<file path="src/rtl/fft_pkt_pkg.sv">
// Shared types for the FFT frame packetizer.
//   pkt_state_e : framing FSM states (IDLE, RUN, STOPPING)
//   pkt_marks_t : packet markers carried alongside each sample
//   clog2       : ceil(log2(n)), never less than 1, for counter sizing
package fft_pkt_pkg;

    typedef enum logic [1:0] {
        IDLE     = 2'd0,
        RUN      = 2'd1,
        STOPPING = 2'd2
    } pkt_state_e;

    typedef struct packed {
        logic sop;
        logic eop;
    } pkt_marks_t;

    function automatic int clog2(input int value);
        int result;
        result = 0;
        for (int i = 0; i < 32; i++) begin
            if ((64'd1 << i) < 64'(value)) begin
                result = i + 1;
            end
        end
        return (result < 1) ? 1 : result;
    endfunction

endpackage

</file>
<file path="src/rtl/fft_st_skid_buffer.sv">
// Generic 2-entry Avalon-ST register slice.
//   clk_i, srst_i         : clock, synchronous active-high reset
//   s_valid_i / s_data_i  : sink side beat
//   s_ready_o             : sink ready, registered (high while fewer than 2 entries held)
//   m_valid_o / m_data_o  : source side beat, held stable while stalled
//   m_ready_i             : source side ready
//   empty_o               : no entries held
module fft_st_skid_buffer #(
    parameter int WIDTH = 8
) (
    input  logic             clk_i,
    input  logic             srst_i,
    input  logic             s_valid_i,
    input  logic [WIDTH-1:0] s_data_i,
    output logic             s_ready_o,
    output logic             m_valid_o,
    output logic [WIDTH-1:0] m_data_o,
    input  logic             m_ready_i,
    output logic             empty_o
);

    // head_q is always the beat presented downstream; tail_q is the skid slot.
    logic [WIDTH-1:0] head_q, head_d;
    logic [WIDTH-1:0] tail_q, tail_d;
    logic [1:0]       count_q, count_d;
    logic             ready_q;
    logic             push;
    logic             pop;

    assign push      = s_valid_i & ready_q;
    assign pop       = (count_q != 2'd0) & m_ready_i;
    assign s_ready_o = ready_q;
    assign m_valid_o = (count_q != 2'd0);
    assign m_data_o  = head_q;
    assign empty_o   = (count_q == 2'd0);

    always_comb begin
        head_d  = head_q;
        tail_d  = tail_q;
        count_d = count_q;
        unique case ({push, pop})
            2'b10: begin
                if (count_q == 2'd0) begin
                    head_d = s_data_i;
                end else begin
                    tail_d = s_data_i;
                end
                count_d = count_q + 2'd1;
            end
            2'b01: begin
                head_d  = tail_q;
                count_d = count_q - 2'd1;
            end
            2'b11: begin
                // Occupancy unchanged; the incoming beat goes behind whatever remains.
                if (count_q == 2'd1) begin
                    head_d = s_data_i;
                end else begin
                    head_d = tail_q;
                    tail_d = s_data_i;
                end
            end
            default: begin
            end
        endcase
    end

    always_ff @(posedge clk_i) begin
        if (srst_i) begin
            head_q  <= '0;
            tail_q  <= '0;
            count_q <= 2'd0;
            ready_q <= 1'b0;
        end else begin
            head_q  <= head_d;
            tail_q  <= tail_d;
            count_q <= count_d;
            // Ready looks at next occupancy so it never depends on downstream ready combinationally.
            ready_q <= (count_d != 2'd2);
        end
    end

endmodule

</file>
<file path="src/rtl/fft_frame_packetizer.sv">
// Cuts a continuous {real, imag} sample stream into FFT_LENGTH-beat
// Avalon-ST packets. Framing starts and stops only on frame boundaries.
//   clock_clk, reset_reset       : clock, synchronous active-high reset
//   asi_in_data/valid/ready      : unframed sample sink (ready registered)
//   aso_out_data/valid/sop/eop   : framed sample source
//   aso_out_ready                : downstream ready
//   frame_enable                 : level request to frame
//   busy                         : framing active or beats still buffered
//   frame_count                  : frames whose EOP has been emitted (wraps)
module fft_frame_packetizer
    import fft_pkt_pkg::*;
#(
    parameter int INPUT_SYMBOL_WIDTH = 16,
    parameter int FFT_LENGTH         = 1024
) (
    input  logic                            clock_clk,
    input  logic                            reset_reset,
    input  logic [2*INPUT_SYMBOL_WIDTH-1:0] asi_in_data,
    input  logic                            asi_in_valid,
    output logic                            asi_in_ready,
    output logic [2*INPUT_SYMBOL_WIDTH-1:0] aso_out_data,
    output logic                            aso_out_valid,
    output logic                            aso_out_startofpacket,
    output logic                            aso_out_endofpacket,
    input  logic                            aso_out_ready,
    input  logic                            frame_enable,
    output logic                            busy,
    output logic [31:0]                     frame_count
);

    localparam int DATA_WIDTH  = 2 * INPUT_SYMBOL_WIDTH;
    localparam int COUNT_WIDTH = clog2(FFT_LENGTH);
    localparam logic [COUNT_WIDTH-1:0] LAST_IDX = COUNT_WIDTH'(FFT_LENGTH - 1);

    typedef struct packed {
        logic [DATA_WIDTH-1:0] data;
        pkt_marks_t            marks;
    } pkt_beat_t;

    localparam int BEAT_WIDTH = $bits(pkt_beat_t);

    pkt_state_e             state_q, state_d;
    logic [COUNT_WIDTH-1:0] cnt_q, cnt_d;
    logic                   idle_q;
    logic [31:0]            frame_count_q;

    logic      framed;
    logic      skid_s_valid;
    logic      skid_s_ready;
    logic      skid_m_valid;
    logic      skid_empty;
    logic      push;
    logic      is_last;
    logic      emit_eop;
    pkt_beat_t in_beat;
    pkt_beat_t out_beat;

    // In IDLE the source is never stalled; its beats are simply dropped.
    assign asi_in_ready = idle_q | skid_s_ready;
    assign framed       = (state_q != IDLE);
    assign skid_s_valid = asi_in_valid & framed;
    assign push         = skid_s_valid & skid_s_ready;
    assign is_last      = (cnt_q == LAST_IDX);

    assign in_beat.data      = asi_in_data;
    assign in_beat.marks.sop = (cnt_q == '0);
    assign in_beat.marks.eop = is_last;

    always_comb begin
        state_d = state_q;
        cnt_d   = cnt_q;
        if (push) begin
            cnt_d = is_last ? '0 : cnt_q + COUNT_WIDTH'(1);
        end
        unique case (state_q)
            IDLE: begin
                if (frame_enable) begin
                    state_d = RUN;
                end
            end
            RUN: begin
                // An EOP taken in the same cycle enable drops already ends the frame.
                if (!frame_enable) begin
                    state_d = (push && is_last) ? IDLE : STOPPING;
                end
            end
            STOPPING: begin
                // Re-enable wins over EOP so framing continues back-to-back.
                if (frame_enable) begin
                    state_d = RUN;
                end else if (push && is_last) begin
                    state_d = IDLE;
                end
            end
            default: begin
                state_d = IDLE;
            end
        endcase
    end

    assign emit_eop = skid_m_valid & aso_out_ready & out_beat.marks.eop;

    always_ff @(posedge clock_clk) begin
        if (reset_reset) begin
            state_q       <= IDLE;
            cnt_q         <= '0;
            idle_q        <= 1'b0;
            frame_count_q <= 32'd0;
        end else begin
            state_q <= state_d;
            cnt_q   <= cnt_d;
            idle_q  <= (state_d == IDLE);
            if (emit_eop) begin
                frame_count_q <= frame_count_q + 32'd1;
            end
        end
    end

    fft_st_skid_buffer #(
        .WIDTH(BEAT_WIDTH)
    ) u_skid (
        .clk_i    (clock_clk),
        .srst_i   (reset_reset),
        .s_valid_i(skid_s_valid),
        .s_data_i (in_beat),
        .s_ready_o(skid_s_ready),
        .m_valid_o(skid_m_valid),
        .m_data_o (out_beat),
        .m_ready_i(aso_out_ready),
        .empty_o  (skid_empty)
    );

    assign aso_out_data          = out_beat.data;
    assign aso_out_valid         = skid_m_valid;
    assign aso_out_startofpacket = skid_m_valid & out_beat.marks.sop;
    assign aso_out_endofpacket   = skid_m_valid & out_beat.marks.eop;
    assign busy                  = framed | ~skid_empty;
    assign frame_count           = frame_count_q;

endmodule

</file>
<file path="config.mk">
export PLATFORM = sky130hd
export DESIGN_NAME = fft_frame_packetizer
export DESIGN_NICKNAME = d
export VERILOG_FILES = /design/src/rtl/fft_pkt_pkg.sv /design/src/rtl/fft_st_skid_buffer.sv /design/src/rtl/fft_frame_packetizer.sv
export SDC_FILE = /design/constraint.sdc
export NUM_CORES = 1
export LEC_CHECK = 0
export ABC_CLOCK_PERIOD_IN_PS = 3100
export CORE_MARGIN = 1
export CORE_UTILIZATION = 45
export CTS_CLUSTER_DIAMETER = 80
export DETAILED_ROUTE_END_ITERATION = 10
export PLACE_DENSITY = 0.76
export SLEW_MARGIN = 15
export SYNTH_ARGS = -nofsm -noshare
export SYNTH_HDL_FRONTEND = slang
export SYNTH_HIERARCHICAL = 1
export SYNTH_SLANG_ARGS = --single-unit
export TNS_END_PERCENT = 50
</file>
<file path="constraint.sdc">
create_clock -name clock_clk -period 3.1 [get_ports clock_clk]
set_input_delay 0.93 -clock clock_clk [delete_from_list [all_inputs] [get_ports clock_clk]]
set_output_delay 0.93 -clock clock_clk [all_outputs]
set_load 0.01 [all_outputs]
</file>
-- After elaboration in Yosys (flattened, before gate mapping)
Index checks and enable logic that the tools add are counted.
- $add $sub $neg: 4
- eq/ne operators: 11
- muxes and demuxes: 14
- bitwise gates (word level): 9
- reduce and logical (&&, ||, !) cells: 11
- operator list (cell ; count):
    $mux W34 ; 4
    $pmux W34 S3 ; 1
    $pmux W34 S2 ; 1
    $add A32 B1 Y32 const B ; 1
    $add A10 B1 Y10 const B ; 1
    $eq A10 B10 Y1 const B ; 1
    $logic_not A10 Y1 ; 1
    $mux W10 ; 1
    $mux W2 ; 5
    $ne A2 B2 Y1 const B ; 4
    $and A1 B1 Y1 ; 6
    $eq A2 B1 Y1 const B ; 3
    $eq A2 B2 Y1 const B ; 3
    $logic_not A2 Y1 ; 3
    $pmux W2 S3 ; 1
    $reduce_bool A2 Y1 ; 3
    $pmux W2 S2 ; 1
    $reduce_and A3 Y1 ; 1
    $reduce_bool A3 Y1 ; 1
    $add A2 B1 Y2 const B ; 1
    $or A1 B1 Y1 ; 2
    $reduce_and A2 Y1 ; 1
    $sub A2 B1 Y2 const B ; 1
    $logic_and A1 B1 Y1 ; 1
    $not A1 Y1 ; 1
- register bits after elaboration: 116
- input bits: 37
- output and inout bits: 69
- word-level logic and storage cells: 57

-- Logic depth before layout (Yosys ltp)
- word-level depth: 8
- mapped depth: 11
- mapped depth without buffers: 9

-- By module
Netlist, hierarchy kept.
- by module, submodules not included (module ; instances ; cells an instance ; area an instance (sq um) ; sequential area each (sq um)):
    fft_st_skid_buffer ; 1 ; 335 ; 3165.5 ; 1421.4
    fft_frame_packetizer ; 1 ; 258 ; 2220.9 ; 900.9

-- Worst setup path after synthesis
OpenSTA, ideal clock, no wires.
- path type: reg-to-reg
- from: register u_skid.count_q[0]
- to: register frame_count_q[31] (netlist: frame_count[31])
- setup time: 0.070 ns
- arrival time: 2.335 ns
- required time: 3.030 ns
- setup slack: 0.695 ns
- cell stages (with the launch flop): 9
- path buffers: 1
- clock period less this slack: 2.405 ns
- cell sequence: dfxtp_1 -> inv_1 -> ha_1 -> inv_1 -> nand3_2 -> or4_1 -> clkbuf_1 -> or4_1 -> a21oi_1
- cells in the longest elaborated chain, start to end: 3
- ends and longest elaborated chain (what ; RTL line ; text):
    from (decl) ; fft_st_skid_buffer.sv:25 ; logic [1:0] count_q, count_d;
    from (signal assigned) ; fft_st_skid_buffer.sv:77 ; count_q <= count_d;
    $reduce_bool A2 Y1 ; fft_st_skid_buffer.sv:33 ; assign m_valid_o = (count_q != 2'd0);
    via aso_out_valid ; fft_frame_packetizer.sv:22 ; output logic aso_out_valid,
    $and A1 B1 Y1 (2 in series) ; fft_frame_packetizer.sv:101 ; assign emit_eop = skid_m_valid & aso_out_ready & out_beat.marks.eop;
    to (signal assigned) ; fft_frame_packetizer.sv:114 ; frame_count_q <= frame_count_q + 32'd1;
    to (decl) ; fft_frame_packetizer.sv:45 ; logic [31:0] frame_count_q;
The timed path passes the listed nets, and every way through them passes these cells.
A chain may end at the register's enable or synchronous reset.

-- Final worst setup path
- from: register u_skid.count_q[0]
- to: output port aso_out_endofpacket
- cells in the longest elaborated chain, start to end: 2
- ends and longest elaborated chain (what ; RTL line ; text):
    $reduce_bool A2 Y1 ; fft_st_skid_buffer.sv:33 ;
    $and A1 B1 Y1 ; fft_frame_packetizer.sv:136 ; assign aso_out_endofpacket = skid_m_valid & out_beat.marks.eop;
    to (decl) ; fft_frame_packetizer.sv:24 ; output logic aso_out_endofpacket,
Every way passes these cells.

==> impl_metrics.xml <==
<?xml version="1.0" encoding="UTF-8"?>
<metrics>
  <group name="drt">
    <metric name="drt-pass1-iter-count" unit="">8</metric>
    <metric name="antenna_violating_nets_post_route" unit="">0</metric>
    <metric name="detail_route.drc_violations" unit="">10</metric>
    <metric name="initialDrtViolationCount" unit="">243</metric>
    <metric name="totalWireLength" unit="um">13190</metric>
    <metric name="dr_total_vias" unit="">4800</metric>
    <metric name="avgViaCountPerCell" unit="">5.674</metric>
    <metric name="drt-wirelength-per-cell" unit="um">15.59</metric>
  </group>
  <group name="power">
    <metric name="p_total" unit="W">0.003695</metric>
    <metric name="power.leakage" unit="nW">2.444</metric>
    <metric name="powerDensity" unit="nW/um^2">516.8</metric>
    <metric name="ir_worst_vdd" unit="mV">0.2812</metric>
  </group>
  <group name="timing">
    <metric name="finalSetupViolations" unit="">0</metric>
    <metric name="timing.final.crit_share" unit="%">94.28</metric>
    <metric name="fin_tns_setup" unit="ns">0</metric>
    <metric name="holdWs" unit="ns">0.4583</metric>
    <metric name="rsz0062_at_grt" unit="">false</metric>
    <metric name="slew_violations" unit="">0</metric>
    <metric name="worst_slew_pin_slew" unit="ns">0.5671</metric>
    <metric name="final.min_clock_period" unit="ns">2.923</metric>
    <metric name="relSlewSlack" unit="%">62.02</metric>
    <metric name="finalClockSkew" unit="ns">0.01039</metric>
    <metric name="report.final.hold_viol_count" unit="">0</metric>
    <metric name="clock.fmax" unit="MHz">342.1</metric>
    <metric name="post-route-worst-setup-slack" unit="ns">0.1772</metric>
  </group>
  <group name="clocking">
    <metric name="ctsRootBufferMaster" unit="">sky130_fd_sc_hd__clkbuf_16</metric>
    <metric name="clock_latency" unit="ns">0.41</metric>
    <metric name="post_cts_hold_buffer_count" unit="">0</metric>
    <metric name="path_clk_slew" unit="ns">0.05</metric>
    <metric name="cts_max_path_buffers" unit="">2</metric>
    <metric name="post_cts_resize_count" unit="">0</metric>
    <metric name="cts_htree_levels" unit="">4</metric>
    <metric name="cts_setup_buffers" unit="">0</metric>
    <metric name="tritoncts_num_sinks" unit="">116</metric>
    <metric name="tritoncts_clock_tree" unit="">built</metric>
    <metric name="tritoncts.num_buffers" unit="">17</metric>
  </group>
  <group name="worst_setup_path">
    <metric name="critical_path.startpoint_type" unit="">register</metric>
    <metric name="criticalPathCategory" unit="">register to output pin</metric>
    <metric name="timing.critical_path.to_type" unit="">output pin</metric>
    <metric name="timing.critical_path.required" unit="ns">2.17</metric>
    <metric name="crit_fanout" unit="">6</metric>
    <metric name="rrSetupSlack" unit="ns">0.63</metric>
    <metric name="reg2reg_depth" unit="">7</metric>
    <metric name="cp_data_arrival_time" unit="ns">1.99</metric>
  </group>
  <group name="yosys">
    <metric name="synth_simple_gate_area_share" unit="%">26.92</metric>
    <metric name="synth-seq-area-share" unit="%">43.11</metric>
    <metric name="avg_cell_area_syn" unit="um^2">9.083</metric>
    <metric name="yosys-top-cells-area" unit="">sky130_fd_sc_hd__dfxtp_1 43%, sky130_fd_sc_hd__a221oi_2 8.4%, sky130_fd_sc_hd__nand2_1 6.1%, sky130_fd_sc_hd__nor3_2 5.6%, sky130_fd_sc_hd__a21oi_1 5.5%</metric>
    <metric name="yosys-top-cells-count" unit="">116 x sky130_fd_sc_hd__dfxtp_1, 88 x sky130_fd_sc_hd__nand2_1, 59 x sky130_fd_sc_hd__a21oi_1</metric>
    <metric name="fraction_of_registers_with_async_set_reset" unit="%">0</metric>
    <metric name="yosys.area_share.xor_xnor" unit="%">2.927</metric>
    <metric name="synth_top_family_by_area" unit="">simple AND/OR/NAND/NOR gates</metric>
    <metric name="gate_count_of_the_mapped_netlist" unit="">593</metric>
    <metric name="ys_dominant_reg_cell" unit="">sky130_fd_sc_hd__dfxtp_1</metric>
    <metric name="post_synthesis_net_count" unit="">639</metric>
    <metric name="area_fraction_in_compound_gates_after_synthesis" unit="%">19.19</metric>
    <metric name="synth_top_cell_by_area" unit="">sky130_fd_sc_hd__dfxtp_1</metric>
    <metric name="post_synth_fa_ha_maj_area_fraction" unit="%">2.091</metric>
    <metric name="synth-warning-count" unit="">6</metric>
    <metric name="synth-edff-count" unit="">0</metric>
    <metric name="postSynthRegisterBits" unit="">116</metric>
    <metric name="synth.most_common_cell" unit="">sky130_fd_sc_hd__dfxtp_1</metric>
    <metric name="synth_cell_types" unit="">51</metric>
    <metric name="synth_top_area_share" unit="%">43.11</metric>
    <metric name="synth.mux.area_fraction" unit="%">0.3717</metric>
    <metric name="syn-cell-area" unit="um^2">5386</metric>
  </group>
  <group name="global_route">
    <metric name="use_met1" unit="%">26.37</metric>
    <metric name="grt_pass1_vias" unit="">4690</metric>
    <metric name="gr-usage-all-layers" unit="%">22.18</metric>
    <metric name="grt_pass1_wl" unit="um">22140</metric>
    <metric name="groute.layer.met3.usage" unit="%">5.008</metric>
    <metric name="grt_max_degree" unit="">44</metric>
    <metric name="grtUsageMet2" unit="%">38.46</metric>
    <metric name="antenna_violations_before_repair" unit="">0</metric>
    <metric name="busiest_layer" unit="">met2</metric>
    <metric name="gr-total-overflow" unit="">0</metric>
  </group>
  <group name="floorplan">
    <metric name="die_area" unit="um^2">12410</metric>
    <metric name="placementRows" unit="">39</metric>
    <metric name="initial_utilization" unit="%">46.58</metric>
    <metric name="die_height" unit="um">111.4</metric>
    <metric name="die_wd" unit="um">111.4</metric>
    <metric name="floorplan.io_pins" unit="">106</metric>
    <metric name="core_area" unit="um^2">11560</metric>
  </group>
  <group name="finish">
    <metric name="synthToLayoutAreaGrowth" unit="%">32.73</metric>
    <metric name="final_core_util" unit="%">61.82</metric>
    <metric name="filler_cell_count" unit="">944</metric>
    <metric name="drive_above_1_share" unit="%">17.50</metric>
    <metric name="final_nets" unit="">737</metric>
    <metric name="n_antenna_cell" unit="">0</metric>
  </group>
  <group name="job">
    <metric name="number_of_maximum_capacitance_constraint_violations" unit="">0</metric>
  </group>
  <group name="hold_path">
    <metric name="min-delay-path-class" unit="">register to register</metric>
    <metric name="whs_path_depth" unit="">2</metric>
  </group>
  <group name="placement">
    <metric name="finalWeightedCongestion" unit="">0.8858</metric>
    <metric name="placement.io_buffers" unit="">105</metric>
    <metric name="pre_cts_ws" unit="ns">0.04831</metric>
    <metric name="detailed_place_hpwl" unit="um">8982</metric>
  </group>
  <group name="run_status">
    <metric name="outcome" unit="">finished, violations left</metric>
    <metric name="violations" unit="">design-rule violations</metric>
  </group>
</metrics>
## power breakdown
part | internal, W | switching, W
clock | 0.00121 | 0.000661
combinational | 0.000130 | 0.000137
sequential | 0.00153 | 0.0000245
total | 0.00287 | 0.000823
## cell usage in the layout, fill, tap and decap left out, types with 2 or more instances in the layout
cell type,instances
sky130_fd_sc_hd__dfxtp_1,116
sky130_fd_sc_hd__clkdlybuf4s50_1,104
sky130_fd_sc_hd__nand2_1,87
sky130_fd_sc_hd__a21oi_1,59
sky130_fd_sc_hd__nor2_1,58
sky130_fd_sc_hd__a221oi_2,30
sky130_fd_sc_hd__nor3_2,30
sky130_fd_sc_hd__or4_1,20
sky130_fd_sc_hd__o31ai_1,17
sky130_fd_sc_hd__clkbuf_16,17
sky130_fd_sc_hd__nand3_1,14
sky130_fd_sc_hd__inv_1,13
sky130_fd_sc_hd__nand4_1,12
sky130_fd_sc_hd__nor3_1,11
sky130_fd_sc_hd__buf_4,11
sky130_fd_sc_hd__xnor2_1,9
sky130_fd_sc_hd__xor2_1,9
sky130_fd_sc_hd__ha_1,9
sky130_fd_sc_hd__nor4_1,7
sky130_fd_sc_hd__buf_12,6
sky130_fd_sc_hd__clkinv_2,5
sky130_fd_sc_hd__or2_2,4
sky130_fd_sc_hd__and4_1,4
sky130_fd_sc_hd__o21ai_0,4
sky130_fd_sc_hd__a221oi_1,4
sky130_fd_sc_hd__and2_1,3
sky130_fd_sc_hd__or3_1,3
sky130_fd_sc_hd__clkinvlp_4,3
sky130_fd_sc_hd__mux2i_1,2
sky130_fd_sc_hd__and3_1,2
sky130_fd_sc_hd__clkbuf_8,2
sky130_fd_sc_hd__clkbuf_1,2
sky130_fd_sc_hd__bufinv_16,2
sky130_fd_sc_hd__nand2b_1,2
sky130_fd_sc_hd__a21oi_4,2
## kinds of logic (layout without fill, tap and decap cells)
kind of cell / count (synthesis) / after routing
and+or+nand+nor: 267 / 267
AOI/OAI and AO/OA: 125 / 125
DFF: 116 / 116
buffers and inverters: 56 / 166
xor gates and xnor gates: 18 / 18
adders and majority gates: 9 / 9
muxes: 2 / 2
## metrics by stage
stage / instances / cell area [um^2]
final: 846 / 7149
after CTS: 846 / 7149
after detailed placement: 815 / 6581
after global routing: 846 / 7149
after floorplan: 593 / 5386
after global placement: 815 / 6581
## path summary, 6_finish.rpt
| check | startpoint | endpoint |
|---|---|---|
| worst min register to register | u_skid/tail_q[30] | u_skid/tail_q[30] |
| worst max register to register | u_skid/count_q[0] | frame_count[31] |
| worst min-delay path | u_skid/tail_q[30] | u_skid/tail_q[30] |
| worst max-delay path | u_skid/count_q[0] | aso_out_endofpacket |
## final cells by class
| class | instances | area (um^2) | area share [%] |
|---|---|---|---|
| multi-input cells | 421 | 2784 | 38.94 |
| flip-flops and latches | 116 | 2322 | 32.48 |
| repair buffers | 121 | 1244 | 17.40 |
| clock buffers | 21 | 460.4 | 6.440 |
| well taps | 143 | 178.9 | 2.503 |
| clock inverters | 10 | 107.6 | 1.505 |
| inverters | 14 | 52.55 | 0.7350 |
## layer usage
layer  wire (um)  vias to the layer above
met1        5685                     2314
met3         538                       25
met4         269                        0
met5           0                        -
met2        6694                      118
li1            -                     2343
## critical path: stages (launching register included)
cell and delay [ns]:
sky130_fd_sc_hd__dfxtp_1 0.36, sky130_fd_sc_hd__inv_1 0.06, sky130_fd_sc_hd__ha_1 0.20, sky130_fd_sc_hd__inv_1 0.22, sky130_fd_sc_hd__and2_1 0.19, sky130_fd_sc_hd__clkdlybuf4s50_1 0.55
## state kept, by name, indices dropped and copies added (netlist names)
register / flops
u_skid/s_ready_o: 1
u_skid/m_data_o: 34
u_skid/tail_q: 34
state_q: 2
cnt_q: 10
frame_count: 32
idle_q: 1
u_skid/count_q: 2
Note: power is estimated with default switching activity, not from simulation.
